## config.mk

```make
export PLATFORM = sky130hd
export DESIGN_NAME = serial_compare_ctrl
export DESIGN_NICKNAME = d
export VERILOG_FILES = /design/src/rtl/serial_compare_ctrl.sv
export SDC_FILE = /design/constraint.sdc
export NUM_CORES = 1
export LEC_CHECK = 0
export CELL_PAD_IN_SITES_DETAIL_PLACEMENT = 1
export CELL_PAD_IN_SITES_GLOBAL_PLACEMENT = 2
export CORE_MARGIN = 2
export CORE_UTILIZATION = 30
export DETAILED_ROUTE_END_ITERATION = 10
export DONT_BUFFER_PORTS = 1
export PLACE_DENSITY_LB_ADDON = 0.1
export SLEW_MARGIN = 20
export SYNTH_ARGS = -nofsm -noshare
export SYNTH_HDL_FRONTEND = slang
export SYNTH_SLANG_ARGS = --single-unit
```

## constraint.sdc

```tcl
create_clock -name clk -period 6 [get_ports clk]
set_input_delay 0.6 -clock clk [delete_from_list [all_inputs] [get_ports clk]]
set_output_delay 0.6 -clock clk [all_outputs]
set_load 0.01 [all_outputs]
```

## src/rtl/serial_compare_ctrl.sv

```systemverilog
// serial_compare_ctrl
//   Sequential unsigned magnitude comparator. Steps a 2-bit greater_than
//   slice pair over two WIDTH-bit operands, MSB slice first, one slice per
//   clock. It stops at the first differing slice and reports a registered
//   gt/eq/lt verdict.
//
// Parameters
//   WIDTH  operand width in bits; must be even and >= 2
//
// Ports
//   clk    system clock, rising edge
//   rst    asynchronous active-high reset
//   start  request pulse, accepted when not busy (IDLE or DONE)
//   a, b   unsigned operands, captured on start acceptance
//   busy   comparison in progress
//   done   one-cycle pulse, verdict valid
//   gt     A > B
//   eq     A == B
//   lt     A < B

module serial_compare_ctrl #(
    parameter int unsigned WIDTH = 8
) (
    input  logic             clk,
    input  logic             rst,
    input  logic             start,
    input  logic [WIDTH-1:0] a,
    input  logic [WIDTH-1:0] b,
    output logic             busy,
    output logic             done,
    output logic             gt,
    output logic             eq,
    output logic             lt
);

    generate
        if ((WIDTH % 2) != 0 || WIDTH < 2) begin : g_bad_width
            $error("serial_compare_ctrl: WIDTH must be even and at least 2");
        end
    endgenerate

    localparam int unsigned CW = $clog2(WIDTH / 2) + 1;

    typedef enum logic [1:0] {
        IDLE,
        RUN,
        DONE
    } state_t;

    // 2-bit greater_than slice comparator of the shared datapath.
    function automatic logic greater_than(input logic [1:0] x, input logic [1:0] y);
        return x > y;
    endfunction

    state_t          state, state_n;
    logic [WIDTH-1:0] sa, sa_n;
    logic [WIDTH-1:0] sb, sb_n;
    logic [CW-1:0]    cnt, cnt_n;
    logic             gt_n, eq_n, lt_n;
    logic             busy_n, done_n;
    logic             slice_gt, slice_lt;

    // Two comparator uses on the current top slice; equal when neither fires.
    assign slice_gt = greater_than(sa[WIDTH-1 -: 2], sb[WIDTH-1 -: 2]);
    assign slice_lt = greater_than(sb[WIDTH-1 -: 2], sa[WIDTH-1 -: 2]);

    always_comb begin
        state_n = state;
        sa_n    = sa;
        sb_n    = sb;
        cnt_n   = cnt;
        gt_n    = gt;
        eq_n    = eq;
        lt_n    = lt;

        case (state)
            IDLE, DONE: begin
                if (start) begin
                    sa_n    = a;
                    sb_n    = b;
                    cnt_n   = CW'(WIDTH / 2 - 1);
                    gt_n    = 1'b0;
                    eq_n    = 1'b0;
                    lt_n    = 1'b0;
                    state_n = RUN;
                end else begin
                    state_n = IDLE;
                end
            end
            RUN: begin
                if (slice_gt) begin
                    gt_n    = 1'b1;
                    state_n = DONE;
                end else if (slice_lt) begin
                    lt_n    = 1'b1;
                    state_n = DONE;
                end else if (cnt == '0) begin
                    // Last slice compared equal: operands equal; cnt never wraps.
                    eq_n    = 1'b1;
                    state_n = DONE;
                end else begin
                    sa_n  = sa << 2;
                    sb_n  = sb << 2;
                    cnt_n = cnt - CW'(1);
                end
            end
            default: state_n = IDLE;
        endcase

        // busy/done are flopped from the next state so they come straight
        // out of registers.
        busy_n = (state_n == RUN);
        done_n = (state_n == DONE);
    end

    always_ff @(posedge clk or posedge rst) begin
        if (rst) begin
            state <= IDLE;
            sa    <= '0;
            sb    <= '0;
            cnt   <= '0;
            gt    <= 1'b0;
            eq    <= 1'b0;
            lt    <= 1'b0;
            busy  <= 1'b0;
            done  <= 1'b0;
        end else begin
            state <= state_n;
            sa    <= sa_n;
            sb    <= sb_n;
            cnt   <= cnt_n;
            gt    <= gt_n;
            eq    <= eq_n;
            lt    <= lt_n;
            busy  <= busy_n;
            done  <= done_n;
        end
    end

endmodule

```

* Yosys cells after proc, flatten, opt, wreduce, memory -nomap -nowiden
Cells that the tools add are included.
Operators by class: add/subtract/negate cells 1, order comparisons 2, muxes and demuxes 30, equal/unequal tests 11, reduce and logical (&&, ||, !) cells 8
Operators by type and width (number):
- $mux W8 | 8
- $pmux W8 S2 | 2
- $ne A2 B2 Y1 const B | 7
- $mux W3 | 4
- $reduce_and A5 Y1 | 2
- $mux W1 | 8
- $mux W2 | 3
- $pmux W1 S2 | 3
- $pmux W3 S2 | 1
- $eq A2 B1 Y1 const B | 2
- $eq A2 B2 Y1 const B | 2
- $gt A2 B2 Y1 | 2
- $pmux W2 S2 | 1
- $reduce_and A4 Y1 | 1
- $logic_not A3 Y1 | 1
- $reduce_and A3 Y1 | 1
- $sub A3 B1 Y3 const B | 1
- $logic_not A2 Y1 | 1
- $reduce_bool A2 Y1 | 1
- $reduce_or A2 Y1 | 1
Word-level totals: register bits 26, bits of input ports 19

* Longest topological paths before layout
word-level depth 6, mapped depth 7

* Worst setup path after synthesis
OpenSTA, ideal clock, no wires.
path type reg2reg, start point register cnt[0], end point register cnt[0], stages on the path, launching flop included 8, arrival 1804 ps, path slack 4071 ps, required time 5875 ps, cells stage by stage dfrtp_1 > inv_1 > ha_1 > ha_1 > or4_1 > buf_2 > buf_6 > mux2_2
On the way: longest elaborated chain between the ends 5
RTL lines:
- from (decl) | line 58 | logic [CW-1:0] cnt, cnt_n;
- from (signal assigned) | line 131 | cnt <= cnt_n;
- $sub A3 B1 Y3 | line 104 | cnt_n = cnt - CW'(1);
- $mux W3 | line 97 | end else if (cnt == '0) begin
- $mux W3 | line 94 | end else if (slice_lt) begin
- $mux W3 | line 91 | if (slice_gt) begin
- $pmux W3 S2 | line 76 | case (state)
Several ways; a longest one is shown, not always the timed one. The select of a mux whose other input is x is not followed. A chain may end at the register's enable or synchronous reset.

* Worst setup path after layout
start point register cnt[1], end point register sb[6]
On the way: longest elaborated chain between the ends 3
RTL lines:
- $logic_not A3 Y1 | line 97
- $ne A2 B2 Y1 (no line)
- $reduce_and A5 Y1 (no line)
- to (signal assigned) | line 130 | sb <= sb_n;
- to (decl) | line 57 | logic [WIDTH-1:0] sb, sb_n;
Every way passes these cells.

==> impl_metrics.yaml <==
power:
  powerDensity_mw_per_mm2: 508.7
  p_leak_uw: 0.0005487
  pwr-share-seq_pct: 46.1
  swShare_pct: 37.44
  p_sw_uw: 243.3
  peakVddDrop_mv: 0.1982
  pwr-share-clk_pct: 15.0
  intPower_uw: 406.6
  p_comb_share_pct: 39.0
  total_power_uw: 649.9
logic_synthesis:
  ys_types: 25
  synthesis.area_mm2: 0.001191
  yosysSeqAreaShare_pct: 54.62
  yosys_warnings: 0
  synth_seq_cells: 26
  synth_flop_cell: "dfrtp_1"
  synthArstFlopShare_pct: 100.0
  synth_cells: 104
  synth-edff-count: 0
  synthesis.nets: 127
  avgSynthCellArea_um2: 11.45
final_layout:
  drive_gt1_share_pct: 12.50
  antenna_cells: 0
  seq_area_um2: 650.6
  fin_nets: 129
  layout_common_cells: "dfrtp_1, nand2b_1, nand2_1"
  final_area_mm2: 0.001277
  area_growth_pct: 7.248
  fill_cells: 443
  final_common_cell: "dfrtp_1"
  multi_input_area_um2: 484.2
floorplan:
  die_h_um: 67.01
  die_w_um: 67.01
  coreArea_mm2: 0.003744
  start_util_pct: 31.82
  die-area_mm2: 0.004490
  num_rows: 22
  ios: 24
global_routing:
  grt_use_total_pct: 13.36
  grt_pass1_vias: 811
  grt_max_degree: 27
  grt_pass1_wl_um: 4298
  grt_overflow: 0
  antenna_found_initial: 0
clock_tree:
  cts.path.max_buffers: 2
  htree_levels: 1
  clock_latency_ns: 0.27
  cts_root_buf: "clkbuf_8"
  cts.sink_count: 26
  cts_buffers: 3
  post_cts_resized: 0
  cts_tree: "yes"
  clk_pin_slew_ns: 0.09
  hold_buffers: 0
  post_cts_buffers: 0
placement:
  numPortBuffers: 0
  post_dp_cell_area_mm2: 0.001236
  gp_congestion: 0.6362
  dp_hpwl_um: 1785
route:
  avgRoutedWirePerCell_um: 16.88
  dr.pass1.iters: 3
  postRouteAntennaNets: 0
  drt_iter0_markers: 23
  drc_errors: 0
  vias: 778
  via_per_inst: 5.118
  routed_wl_um: 2566
worst_setup_path:
  cp_data_required_time_ns: 6.16
  start_kind: "register"
  cp.arrival_ns: 2.40
  rr_worst_depth: 5
  end_kind: "register"
  crit_fanout: 15
  critPathKind: "register to register"
  r2r_slack_ns: 3.76
  rr_endpoint: "sb[6]"
  r2r-start: "cnt[1]"
sta:
  rsz0062_at_grt: "no"
  fmax_mhz: 447.2
  setup_viol: 0
  skew_ns: 0.003398
  finalCriticalPeriod_ns: 2.236
  tightest_slew_ns: 0.9338
  holdWs_ns: 0.3003
  tns_ns: 0
  maxSlewViolCount: 0
  slew_headroom_pct: 37.36
  finalHoldViolCount: 0
  min_period_over_period_pct: 37.27
run_status:
  status: "complete, no violations"
hold_path:
  hold_class: "primary input to asynchronous set/reset pin"
job:
  maxCapViolations: 0
[layout make-up]
class / count / share of cell area, %
well taps: 48 / 4.701
flip-flops and latches: 26 / 50.93
clock buffers: 3 / 3.232
multi-input cells: 66 / 37.90
repair buffers: 2 / 1.175
inverters: 7 / 2.057
[worst max-delay path, cell delays in order (launching register included)]
cell and delay (ns):
dfrtp_1 0.37, inv_1 0.05, ha_1 0.19, ha_1 0.27, or4_1 0.86, o221a_2 0.39
[registers in the layout, indices dropped and copies added, names as in the netlist]
signal,flops
sb,8
gt,1
cnt,3
eq,1
done,1
state,2
lt,1
busy,1
sa,8
[per-layer routing]
layer  vias up  part of all wire (%)  track usage [%]
li1        371                     -                -
met1       387                    46            16.95
met2        18                    48            22.03
met3         2                   5.1            4.730
met4         0                  0.70            2.296
met5         -                     0                0
[cells in the mapped netlist (2+ instances only)]
cell type,number,area [um^2]
mux2i_1,2,20.02
o221a_1,7,78.83
dfrtp_1,26,650.6
nor2_1,4,15.01
inv_1,7,26.28
o21ai_0,5,25.02
o221a_2,5,56.30
buf_2,3,15.01
nand2_1,11,41.29
nand2b_1,14,87.58
ha_1,4,50.05
nor2b_1,3,18.77
[worst max path at each step]
| stage | start | endpoint | slack [ns] | cells after the start |
|---|---|---|---|---|
| after floorplan | cnt[0] | cnt[0] | 4.07 | 7 |
| after global placement | cnt[0] | sb[5] | 3.82 | 5 |
| after detailed placement | cnt[1] | sb[6] | 3.77 | 5 |
| after CTS | cnt[1] | sb[6] | 3.75 | 5 |
| after global routing | cnt[1] | sb[6] | 3.65 | 5 |
| final | cnt[1] | sb[6] | 3.76 | 5 |
[through the flow]
step | setup slack, ns | util [%] | instances
finish | 3.764 | 34.12 | 152
global route | 3.648 | 34.12 | 152
CTS | 3.753 | 34.12 | 152
detailed placement | 3.775 | 33.02 | 149
global placement | 3.823 | 33.02 | 149
floorplan | 4.071 | - | 104
[cell families after synthesis]
logic type	after synthesis	synth area share, %
simple gates	36	15.76
flops	26	54.62
compound gates	23	18.07
buf+inv	12	4.727
fa+ha+maj	4	4.202
mux	3	2.626
[power groups by stage]
| stage | Sequential [uW] | Combinational [uW] | Clock (uW) |
|---|---|---|---|
| 2_1_floorplan | 288 | 209 | 0 |
| 3_3_place_gp | 300 | 251 | 0 |
| 3_5_place_dp | 303 | 258 | 0 |
| 4_1_cts | 300 | 258 | 103 |
| 5_1_grt | 311 | 288 | 111 |
| 6_report | 299 | 253 | 97.3 |
Note: power is estimated with default switching activity, not from simulation.
